$ cat src/rtl/uart_tx_arb.sv
// Two-requester round-robin arbiter that feeds bytes to a uart_tx.
// Each accepted byte holds tx_start for one bit time, then busy stays high for the rest of the frame.
module uart_tx_arb #(
    parameter int CLKS_PER_BIT = 868,
    parameter int FRAME_BITS   = 10
) (
    input  logic       clk,
    input  logic       rst,
    input  logic       req0_valid,
    input  logic [7:0] req0_data,
    output logic       req0_ready,
    input  logic       req1_valid,
    input  logic [7:0] req1_data,
    output logic       req1_ready,
    output logic       tx_start,
    output logic [7:0] din,
    output logic       busy,
    output logic       grant_id
);

    localparam int FRAME_CYCLES = FRAME_BITS * CLKS_PER_BIT;
    localparam int CNT_W = ($clog2(FRAME_CYCLES + 1) > 16) ? $clog2(FRAME_CYCLES + 1) : 16;
    localparam logic [CNT_W-1:0] START_LAST = CNT_W'(CLKS_PER_BIT - 1);
    localparam logic [CNT_W-1:0] FRAME_LAST = CNT_W'(FRAME_CYCLES - 1);

    typedef enum logic [1:0] {
        IDLE  = 2'd0,
        START = 2'd1,
        WAIT  = 2'd2
    } state_t;

    state_t           state_q, state_d;
    logic [7:0]       din_q, din_d;
    logic             grant_q, grant_d;
    logic             ptr_q, ptr_d;
    logic [CNT_W-1:0] frame_cnt_q, frame_cnt_d;

    logic             win_valid_s;
    logic             win_id_s;
    logic             accept_s;

    // Winner selection: a lone requester wins outright; the pointer breaks ties.
    always_comb begin
        win_valid_s = req0_valid | req1_valid;
        win_id_s    = 1'b0;
        if (req0_valid && req1_valid) begin
            win_id_s = ptr_q;
        end else if (req1_valid) begin
            win_id_s = 1'b1;
        end else begin
            win_id_s = 1'b0;
        end
    end

    // Ready is masked during reset because the state register already reads IDLE then.
    always_comb begin
        accept_s   = (state_q == IDLE) && win_valid_s && !rst;
        req0_ready = accept_s && !win_id_s;
        req1_ready = accept_s && win_id_s;
    end

    // Next-state logic; the frame counter restarts at every START entry.
    always_comb begin
        state_d     = state_q;
        din_d       = din_q;
        grant_d     = grant_q;
        ptr_d       = ptr_q;
        frame_cnt_d = frame_cnt_q;
        case (state_q)
            IDLE: begin
                if (accept_s) begin
                    din_d       = win_id_s ? req1_data : req0_data;
                    grant_d     = win_id_s;
                    ptr_d       = !win_id_s;
                    frame_cnt_d = {CNT_W{1'b0}};
                    state_d     = START;
                end else begin
                    frame_cnt_d = {CNT_W{1'b0}};
                end
            end
            START: begin
                frame_cnt_d = frame_cnt_q + CNT_W'(1'b1);
                if (frame_cnt_q == START_LAST) begin
                    state_d = WAIT;
                end else begin
                    state_d = START;
                end
            end
            WAIT: begin
                if (frame_cnt_q == FRAME_LAST) begin
                    frame_cnt_d = {CNT_W{1'b0}};
                    state_d     = IDLE;
                end else begin
                    frame_cnt_d = frame_cnt_q + CNT_W'(1'b1);
                    state_d     = WAIT;
                end
            end
            default: begin
                frame_cnt_d = {CNT_W{1'b0}};
                state_d     = IDLE;
            end
        endcase
    end

    // State and datapath registers with asynchronous reset.
    always_ff @(posedge clk or posedge rst) begin
        if (rst) begin
            state_q     <= IDLE;
            din_q       <= 8'h00;
            grant_q     <= 1'b0;
            ptr_q       <= 1'b0;
            frame_cnt_q <= {CNT_W{1'b0}};
        end else begin
            state_q     <= state_d;
            din_q       <= din_d;
            grant_q     <= grant_d;
            ptr_q       <= ptr_d;
            frame_cnt_q <= frame_cnt_d;
        end
    end

    // Outputs decode straight from registers so reset clears them at once.
    assign tx_start = (state_q == START);
    assign busy     = (state_q == START) || (state_q == WAIT);
    assign din      = din_q;
    assign grant_id = grant_q;

endmodule
$ cat config.mk
export PLATFORM = sky130hd
export DESIGN_NAME = uart_tx_arb
export DESIGN_NICKNAME = d
export VERILOG_FILES = /design/src/rtl/uart_tx_arb.sv
export SDC_FILE = /design/constraint.sdc
export NUM_CORES = 1
export LEC_CHECK = 0
export ABC_AREA = 1
export BUFFER_PORTS_ARGS = -buffer_cell sky130_fd_sc_hd__buf_2
export CAP_MARGIN = 40
export CORE_UTILIZATION = 55
export DETAILED_ROUTE_END_ITERATION = 8
export PLACE_DENSITY_LB_ADDON = 0.12
export SETUP_SLACK_MARGIN = 0.3
export SLEW_MARGIN = 20
export SYNTH_ARGS = -nofsm -noshare
export SYNTH_HDL_FRONTEND = slang
export SYNTH_SLANG_ARGS = --single-unit
$ cat constraint.sdc
create_clock -name clk -period 4.45 [get_ports clk]
set_input_delay 0.89 -clock clk [delete_from_list [all_inputs] [get_ports clk]]
set_output_delay 0.89 -clock clk [all_outputs]
set_load 0.02 [all_outputs]
== Word-level counts from Yosys, hierarchy flattened ==
Index checks and enable logic that the tools add are counted.
Operators by class
  add/sub/neg operators: 1
  equal/unequal tests: 5
  mux-type cells: 9
  bitwise gates (word level): 1
  reductions and logical operators: 10
Operators with widths (count)
  $pmux 16 s2: 1
  $add 16x1->16 const B: 1
  $eq 16x10->1 const B: 1
  $eq 16x14->1 const B: 1
  $mux 16: 1
  $mux 8: 1
  $mux 2: 3
  $pmux 2 s3: 1
  $logic_and 1x1->1: 5
  $eq 2x1->1 const B: 1
  $eq 2x2->1 const B: 1
  $logic_not 1->1: 2
  $logic_not 2->1: 1
  $mux 1: 2
  $ne 2x2->1 const B: 1
  $reduce_and 2->1: 1
  $logic_or 1x1->1: 1
  $or 1x1->1: 1
Word-level totals
  register bits after elaboration: 28
  input port bits: 20
  output and inout bits: 13
  word-level logic and storage cells: 31

== Depth between registers and ports, before layout ==
Gate-level depths: netlist (run 1).
  word-level depth: 5
  mapped depth: 11
  mapped depth without buffers: 10

== Worst setup path after synthesis (run 1) ==
No wires, ideal clock.
  path type: input to output
  start: input port rst
  end: output port req1_ready
  arrival time: 2.212 ns
  data required time: 3.560 ns
  slack: 1.348 ns
  stages on the path: 3
  buffers on the path: 0
  cell sequence: inv_1 -> nand2_1 -> nor2_1
On the way
  word-level cells in the longest chain between the ends: 3
RTL lines
  from (decl): line 8  | input logic rst,
  $logic_not 1->1 (no line)
  $logic_and 1x1->1: line 57  | accept_s = (state_q == IDLE) && win_valid_s && !rst;
  $logic_and 1x1->1: line 59  | req1_ready = accept_s && win_id_s;
  to (decl): line 14  | output logic req1_ready,
No other way between the ends.

== Final worst setup path (run 1) ==
  start: input port rst
  end: output port req0_ready
On the way
  word-level cells in the longest chain between the ends: 3
RTL lines
  $logic_not 1->1 (no line)
  $logic_and 1x1->1: line 57
  $logic_and 1x1->1: line 58  | req0_ready = accept_s && !win_id_s;
  to (decl): line 11  | output logic req0_ready,
No other way between the ends.

==> results.py, run 1 <==
metrics = {
    "setup_path": {
        "crit_path_max_fanout": 29,
        "endpoint_kind": "output port",
        "cp_top_family": "buffers and inverters",
        "critPathKind": "in -> out",
        "slowest_delay_ns": 0.32,
        "crit_buf_inv": 5,
        "slowest_stage": "buf_4",
        "cp_data_arrival_time_ns": 2.23,
        "critPathLaunchType": "primary input",
        "required_ns": 3.56,
        "path_cells": "buf_2 -> inv_1 -> buf_4 -> nand2_1 -> nor2_1 -> nand2_1 -> clkinv_1 -> buf_2",
    },
    "placed_design": {
        "numPortBuffers": 32,
        "place_congestion": 0.812,
        "dp_hpwl_mm": 2.48,
        "dpl_worst_slack_ns": 1.33,
    },
    "yosys": {
        "ys_ff_latch": 28,
        "synth_top_cell_by_area": "dfrtp_1",
        "syn_inst": 197,
        "yosys_warnings": 0,
        "syn_nets": 222,
        "syn_area_um2": 1510,
        "yosys-top-cells-area": "dfrtp_1 (46%), nand2_1 (15%), nor2_1 (11%)",
        "synth_cell_types": 20,
        "yosysTopAreaCellShare": 0.464,
        "avgSynthCellArea_um2": 7.67,
        "yosysSeqAreaShare": 0.464,
    },
    "timing": {
        "fin_tns_setup_ns": 0,
        "timing.hold.ws_ns": 0.509,
        "maxSlewHeadroom": 0.634,
        "rsz0062_at_grt": "false",
        "worst_pin_slew_ns": 0.547,
        "finalWorstSetupSlack_ns": 1.33,
        "finClkSkew_ns": 0.0100,
        "fin_crit_sh": 0.701,
        "final-hold-violation-count": 0,
        "fmaxAchievable_mhz": 320,
        "setup_viol_count_final": 0,
        "final_max_slew_viol_count": 0,
        "min_period_ns": 3.12,
    },
    "global_route": {
        "grt_pass1_wl_mm": 5.17,
        "grt_max_degree": 30,
        "grt_overflow": 0,
        "grt_pass1_vias": 1279,
        "grt.total_usage": 0.245,
        "antenna_found_initial": 0,
    },
    "floorplanning": {
        "dieArea_um2": 2960,
        "num_rows": 18,
        "core_um2": 2540,
        "dieHeight_um": 54.4,
        "start_util": 0.593,
        "fp.dieW_um": 54.4,
        "io_pins": 33,
    },
    "power": {
        "cellLeakagePower_uw": 0.000862,
        "power.internal_uw": 467,
        "seqPwrFrac": 0.456,
        "swShare": 0.398,
        "vdd_ir_drop_max_v": 0.000404,
        "p_comb_frac": 0.390,
        "clock_power_share": 0.154,
        "pwr_density_cell_nw_per_um2": 447,
        "power_switching_uw": 308,
    },
    "drt": {
        "wl_per_cell_um": 11.8,
        "viasPerCell": 5.15,
        "drc": 0,
        "drt_wl_total_mm": 3.10,
        "ant_nets": 0,
        "vias": 1355,
        "drtPass1Iterations": 5,
        "drtIter0Drc": 35,
    },
    "clocking": {
        "cts_max_path_buffers": 2,
        "cts_root_buf": "clkbuf_4",
        "post_cts_buffers": 0,
        "h-tree-depth": 1,
        "hold_buffers": 0,
        "cts_tree": "built",
        "cts_resized": 0,
        "clkLatencyLatePin_ns": 0.32,
        "cts_made_buffers": 3,
        "cts.sinks": 28,
        "path_clk_slew_ns": 0.15,
    },
    "cells_and_area": {
        "final_common_cell": "nand2_1",
        "areaGrowthSynthToFinish_pct": 15.0,
        "nets": 259,
        "num_antenna_cells": 0,
        "layout_common_cells": "nand2_1 (60), nor2_1 (43), buf_2 (32)",
        "drive_gt1_frac": 0.193,
        "final_core_util": 0.682,
    },
    "worst_hold_path": {
        "hp-class": "reg -> reg",
    },
    "job": {
        "drv_cap": 0,
    },
    "run_status": {
        "run_status": "finished clean",
    },
}
## per-stage QoR
stage | cells | cell area (µm²) | power (µW)
2_1_floorplan | 197 | 1510 | 582
3_3_place_gp | 259 | 1700 | 653
3_5_place_dp | 259 | 1700 | 663
4_1_cts | 263 | 1740 | 781
5_1_grt | 263 | 1740 | 828
6_report | 263 | 1740 | 775
## path summary, 6_finish.rpt
path                             endpoint  slack [ns]      startpoint  cells after the start
min in group asynchronous      state_q[0]        0.60             rst                      3
max                            req0_ready        1.33             rst                      8
max reg2reg                frame_cnt_q[3]        2.87  frame_cnt_q[0]                     10
max in group asynchronous  frame_cnt_q[4]        3.58             rst                      3
min reg2reg                         ptr_q        0.51           ptr_q                      2
min                                 ptr_q        0.51           ptr_q                      2
## Yosys cell counts
cell type  instances
nand2_1           60
nor2_1            43
dfrtp_1           28
inv_1             19
nand3_1           10
xor2_1             8
a22oi_1            6
ha_1               5
nand2_2            3
xnor2_1            3
inv_2              2
nor2_2             2
buf_8              1
clkinv_1           1
nand2_4            1
nand4_1            1
nor3_1             1
o21ai_0            1
o21ai_1            1
o31ai_1            1
## state kept, by name, summed over array words and instances, names as in the netlist
signal / flops
din: 8
frame_cnt_q: 16
grant_id: 1
ptr_q: 1
state_q: 2
## cell type report
class	count	area, µm²
multi-input cells	146	712
repair buffers	33	168
flip-flops and latches	28	701
fillers	219	808
well taps	30	37.5
clock buffers	4	36.3
inverters	22	82.6
## worst min-delay path: stages, from the launching register on
cell and delay (ns):
dfrtp_1 0.39, nand2_1 0.06, nand2_1 0.05
## metal layers
layer | vias to the layer above | routed length [µm] | part of all wire | global-route usage
met2 | 36 | 1600 | 0.52 | 0.445
met1 | 642 | 1370 | 0.44 | 0.299
met3 | 2 | 112 | 0.036 | 0.0361
li1 | 675 | - | - | -
met4 | 0 | 15 | 0.0048 | 0.0641
met5 | - | 0 | 0 | 0
## logic make-up (layout without fill, tap and decap cells)
kind of cell    after synthesis  count (layout)  share of synthesized area
buf+inv                      23              59                     0.0646
xor+xnor                     11              11                     0.0638
simple gates                121             121                      0.325
compound gates                9               9                     0.0414
fa+ha+maj                     5               5                     0.0414
flops                        28              28                      0.464
## power groups by stage
stage / clock (µW) / sequential, µW / combinational [µW]
6_report: 119 / 354 / 303
3_3_place_gp: 0 / 353 / 300
4_1_cts: 123 / 353 / 306
2_1_floorplan: 0 / 398 / 184
3_5_place_dp: 0 / 355 / 308
5_1_grt: 132 / 360 / 336
(Power assumes the default switching activity.)
==> run 2, diff against run 1 <==
ABC_AREA = 0   (was 1)
CORE_UTILIZATION = 48   (was 55)
clock period = 2.6 ns   (was 4.45 ns; I/O delays follow)
==> results.py, run 2 <==
metrics = {
    "yosys": {
        "ys_ff_latch": 28,
        "yosysMostFrequentCell": "dfrtp_1",
        "synth_top_cell_by_area": "dfrtp_1",
        "async_flop_share": 1.00,
        "syn_inst": 139,
        "synth_cell_types": 38,
        "yosysSeqAreaShare": 0.460,
        "yosys_warnings": 0,
        "syn_nets": 164,
        "synth_commonest_cells": "dfrtp_1 (28), nor2_1 (19), nand3_1 (9), a221o_1 (8)",
        "yosys_most_used_dff": "dfrtp_1",
        "yosysTopAreaCellShare": 0.460,
        "synth-edff-count": 0,
        "yosys-top-cells-area": "dfrtp_1 (46%), a221o_1 (5.3%), nor2_1 (4.7%)",
        "avgSynthCellArea_um2": 11.0,
        "syn_area_um2": 1520,
    },
    "global_route": {
        "grt.total_usage": 0.184,
        "grt_overflow": 0,
        "antenna_found_initial": 0,
        "grt_max_degree": 29,
        "grt_pass1_wl_mm": 4.78,
        "grt_pass1_vias": 1105,
    },
    "timing": {
        "final-hold-violation-count": 0,
        "fin_tns_setup_ns": 0,
        "finalWorstSetupSlack_ns": 0.358,
        "worst_pin_slew_ns": 0.440,
        "fmaxAchievable_mhz": 446,
        "final_max_slew_viol_count": 0,
        "fin_crit_sh": 0.862,
        "min_period_ns": 2.24,
        "rsz0062_at_grt": "true",
        "maxSlewHeadroom": 0.706,
        "finClkSkew_ns": 0.00584,
        "setup_viol_count_final": 0,
    },
    "floorplanning": {
        "io_pins": 33,
        "core_um2": 3030,
        "dieArea_um2": 3400,
        "start_util": 0.503,
        "num_rows": 20,
        "dieHeight_um": 58.3,
        "fp.dieW_um": 58.3,
    },
    "setup_path": {
        "slowest_stage": "dfrtp_1",
        "crit_path_max_fanout": 12,
        "rr_startpoint": "frame_cnt_q[0]",
        "cp_data_arrival_time_ns": 1.72,
        "slowest_delay_ns": 0.41,
        "path_cells": "inv_1 -> ha_2 -> nand2b_1 -> or2_4 -> nor2b_2 -> buf_4",
        "required_ns": 2.08,
        "endpoint_kind": "output port",
        "critPathLaunchType": "flop",
        "worstSetupStartpoint": "state_q[0]",
        "critPathKind": "reg -> out",
    },
    "cells_and_area": {
        "num_antenna_cells": 0,
        "layout_common_cells": "buf_2 (31), dfrtp_1 (28), nor2_1 (18)",
        "top_register": "frame_cnt_q",
        "layout.cells.non_filler": 218,
        "areaGrowthSynthToFinish_pct": 16.7,
        "final_core_util": 0.587,
        "nets": 201,
        "final_common_cell": "buf_2",
        "drive_gt1_frac": 0.322,
        "largest_reg_flops": 16,
    },
    "clocking": {
        "path_clk_slew_ns": 0.14,
        "cts_root_buf": "clkbuf_4",
        "cts.sinks": 28,
        "hold_buffers": 0,
        "cts_made_buffers": 3,
        "cts_tree": "built",
        "cts_max_path_buffers": 2,
        "clkLatencyLatePin_ns": 0.33,
        "h-tree-depth": 1,
    },
    "placed_design": {
        "place_congestion": 0.828,
        "dpl_worst_slack_ns": 0.507,
        "dp_hpwl_mm": 2.15,
        "dp_cells": 213,
        "numPortBuffers": 32,
    },
    "drt": {
        "drtIter0Drc": 38,
        "vias": 1147,
        "drtPass1Iterations": 4,
        "drt_wl_total_mm": 3.01,
        "viasPerCell": 5.26,
        "drc": 0,
        "wl_per_cell_um": 13.8,
        "ant_nets": 0,
    },
    "power": {
        "power.total_uw": 640,
        "vdd_ir_drop_max_v": 0.000179,
        "pwr_density_cell_nw_per_um2": 360,
        "cellLeakagePower_uw": 0.000885,
    },
    "job": {
        "drv_cap": 0,
    },
    "worst_hold_path": {
        "hp-class": "in -> async",
    },
    "run_status": {
        "run_status": "finished clean",
    },
}
==> run 2: worst paths after layout <==
check | to | slack [ns] | cells past startpoint
max | req0_ready | 0.36 | 6
min | ptr_q | 0.24 | 3
max reg2reg | frame_cnt_q[8] | 0.74 | 5
min reg2reg | ptr_q | 0.50 | 1
max in group asynchronous | frame_cnt_q[2] | 2.09 | 3
min in group clk | din[7] | 0.42 | 2
==> run 2: layout make-up <==
cell class | instances | area (µm²)
Tap cell | 44 | 55.1
Multi-Input combinational cell | 100 | 781
Sequential cell | 28 | 701
Fill cell | 251 | 1250
Inverter | 7 | 26.3
Clock buffer | 3 | 22.5
Timing Repair Buffer | 36 | 193
==> run 2: kinds of logic after synthesis <==
logic type,synth area share
AO/OA/AOI/OAI,0.112
XOR/XNOR,0.0805
adder cells (fa/ha/maj),0.0411
buffers and inverters,0.0345
flip-flops,0.460
AND/OR/NAND/NOR,0.272
==> run 2: stage by stage <==
stage	cell area, µm²	hold WS [ns]
3_3_place_gp	1730	0.458
5_1_grt	1780	0.282
6_report	1780	0.240
4_1_cts	1780	0.246
2_1_floorplan	1520	0.444
3_5_place_dp	1730	0.464
==> run 2: timing repair <==
action	in CTS	in global routing
setup endpoints to repair	2	2
setup buffers	2	0
resized for setup	4	1
==> run 2: power breakdown <==
group          total (µW)  leakage (µW)  switching, µW  internal, µW
registers             436      0.000372              0           436
clock network         178     0.0000138            123          54.5
logic                26.7      0.000500           14.6          12.2
total                 640      0.000885            138           502
==> run 2: worst max-delay path, delay by kind of cell (launching register included) <==
| kind | cells | cell delay, ns |
|---|---|---|
| adders and majority gates | 1 | 0.20 |
| buffers and inverters | 2 | 0.24 |
| DFF | 1 | 0.41 |
| and+or+nand+nor | 3 | 0.54 |
==> run 2: per-layer routing <==
layer | wire length, µm | part of all wire | track usage | up-vias
li1 | - | - | - | 570
met1 | 1400 | 0.46 | 0.234 | 533
met2 | 1420 | 0.47 | 0.322 | 39
met3 | 148 | 0.049 | 0.0198 | 5
met4 | 43 | 0.014 | 0.0714 | 0
met5 | 0 | 0 | 0 | -
==> run 3, diff against run 2 <==
BUFFER_PORTS_ARGS = -buffer_cell sky130_fd_sc_hd__buf_4   (was -buffer_cell sky130_fd_sc_hd__buf_2)
CORE_ASPECT_RATIO = 1.4   (was default)
==> results.py, run 3 (synthesis results as in run 2) <==
metrics = {
    "timing": {
        "setup_viol_count_final": 0,
        "fin_crit_sh": 0.835,
        "maxSlewHeadroom": 0.713,
        "rsz0062_at_grt": "false",
        "fmaxAchievable_mhz": 460,
        "min_period_ns": 2.17,
        "final_max_slew_viol_count": 0,
        "worst_pin_slew_ns": 0.429,
        "fin_tns_setup_ns": 0,
        "final-hold-violation-count": 0,
        "finClkSkew_ns": 0.00170,
    },
    "setup_path": {
        "required_ns": 2.08,
        "slowest_stage": "dfrtp_1",
        "reg2reg_depth": 5,
        "reg2reg_to": "frame_cnt_q[3]",
        "cp_top_family": "simple AND/OR/NAND/NOR gates",
        "cp_data_arrival_time_ns": 1.65,
        "critPathLaunchType": "flop",
        "path_cells": "inv_1 -> ha_2 -> nand2b_1 -> or2_4 -> nor2b_2 -> buf_4",
        "regToRegSetupSlack_ns": 0.72,
        "slowest_delay_ns": 0.41,
        "endpoint_kind": "output port",
        "rr_startpoint": "frame_cnt_q[0]",
        "crit_buf_inv": 2,
        "critPathKind": "reg -> out",
        "crit_path_max_fanout": 12,
    },
    "floorplanning": {
        "num_rows": 23,
        "start_util": 0.519,
        "io_pins": 33,
        "fp.dieW_um": 49.6,
        "dieHeight_um": 68.7,
        "core_um2": 2940,
        "dieArea_um2": 3410,
    },
    "drt": {
        "drtPass1Iterations": 4,
        "drtIter0Drc": 29,
        "wl_per_cell_um": 14.3,
        "vias": 1156,
        "viasPerCell": 5.45,
        "drt_wl_total_mm": 3.04,
        "ant_nets": 0,
        "drc": 0,
    },
    "cells_and_area": {
        "final_common_cell": "buf_4",
        "multi_input_area_um2": 778,
        "postLayoutCellArea_um2": 1890,
        "num_antenna_cells": 0,
        "top_register": "frame_cnt_q",
        "drive_gt1_frac": 0.326,
        "layout_common_cells": "buf_4 (36), dfrtp_1 (28), nor2_1 (19)",
        "nets": 201,
        "fillers": 267,
        "register_area_um2": 701,
        "largest_reg_flops": 16,
        "areaGrowthSynthToFinish_pct": 24.2,
    },
    "clocking": {
        "path_clk_slew_ns": 0.09,
        "cts_tree": "built",
        "cts_made_buffers": 3,
        "clkLatencyLatePin_ns": 0.27,
        "h-tree-depth": 1,
        "cts.sinks": 28,
        "cts_max_path_buffers": 2,
        "cts_root_buf": "clkbuf_8",
    },
    "power": {
        "vdd_ir_drop_max_v": 0.000347,
        "cellLeakagePower_uw": 0.000923,
        "pwr_density_cell_nw_per_um2": 424,
    },
    "global_route": {
        "grt_pass1_wl_mm": 4.99,
        "grt_max_degree": 29,
        "antenna_found_initial": 0,
        "grt_pass1_vias": 1067,
        "grt.total_usage": 0.195,
        "grt_overflow": 0,
    },
    "placed_design": {
        "dp_hpwl_mm": 2.28,
        "place_congestion": 0.800,
        "place_area_um2": 1810,
        "numPortBuffers": 32,
    },
    "worst_hold_path": {
        "hp-class": "in -> async",
    },
    "run_status": {
        "run_status": "finished clean",
    },
    "job": {
        "drv_cap": 0,
    },
}
## run 3: cell count changes in the layout (fill, tap and decap cells not counted)
cell       change
buf_2         -31
inv_2          +1
nor2_1         +1
bufinv_16      +1
clkbuf_8       +3
nor2_2         -1
inv_1          -1
clkbuf_4       -3
buf_4         +31
## run 3: worst max path at each step
stage                          start         end  depth (start not counted)
after global placement           rst  req0_ready                          5
after CTS                 state_q[0]  req0_ready                          6
after detailed placement  state_q[0]  req0_ready                          6
final                     state_q[0]  req0_ready                          6
after global routing      state_q[0]  req0_ready                          6
after floorplan           state_q[0]  req1_ready                          4
## run 3: what timing repair did
| action | CTS | global route |
|---|---|---|
| hold buffers | 0 | 0 |
| endpoints found under the setup margin | 1 | 1 |
| gates resized for setup | 1 | 3 |
| pin swaps | 0 | 0 |
| setup buffers | 0 | 1 |
## run 3: area by class of cell
class	count	share of cell area
clock buffer	3	0.0218
clock inverter	1	0.0159
inverter	7	0.0139
multi-input combinational	100	0.411
sequential	28	0.370
tap	37	0.0245
timing repair buffer	36	0.143
## run 3: stage by stage
step	instances	hold slack [ns]	worst slack, ns	util	total power (µW)
floorplan	139	0.444	0.774	-	452
global placement	207	0.470	0.594	0.616	477
detailed placement	207	0.469	0.580	0.616	478
CTS	211	0.326	0.348	0.641	814
global route	212	0.349	0.302	0.645	836
finish	212	0.318	0.428	0.645	803
## run 3: where the power goes
| group | internal, µW | leakage, µW | switching [µW] | total, µW |
|---|---|---|---|---|
| sequential | 435 | 0.000372 | 0 | 435 |
| clock | 206 | 0.0000357 | 128 | 334 |
| combinational | 20.0 | 0.000515 | 13.7 | 33.6 |
| total | 661 | 0.000923 | 142 | 803 |
## run 3: layer usage
metal	routed length (µm)	track usage
met3	100	0.0241
met4	42	0.0857
met2	1600	0.341
met5	0	0
met1	1300	0.243
## run 3: worst reg2reg max path: stages, from the launching register on
cell	delay (ns)
dfrtp_1	0.42
ha_1	0.32
and4_2	0.33
a41oi_2	0.18
o21ai_4	0.40
nor2_1	0.11
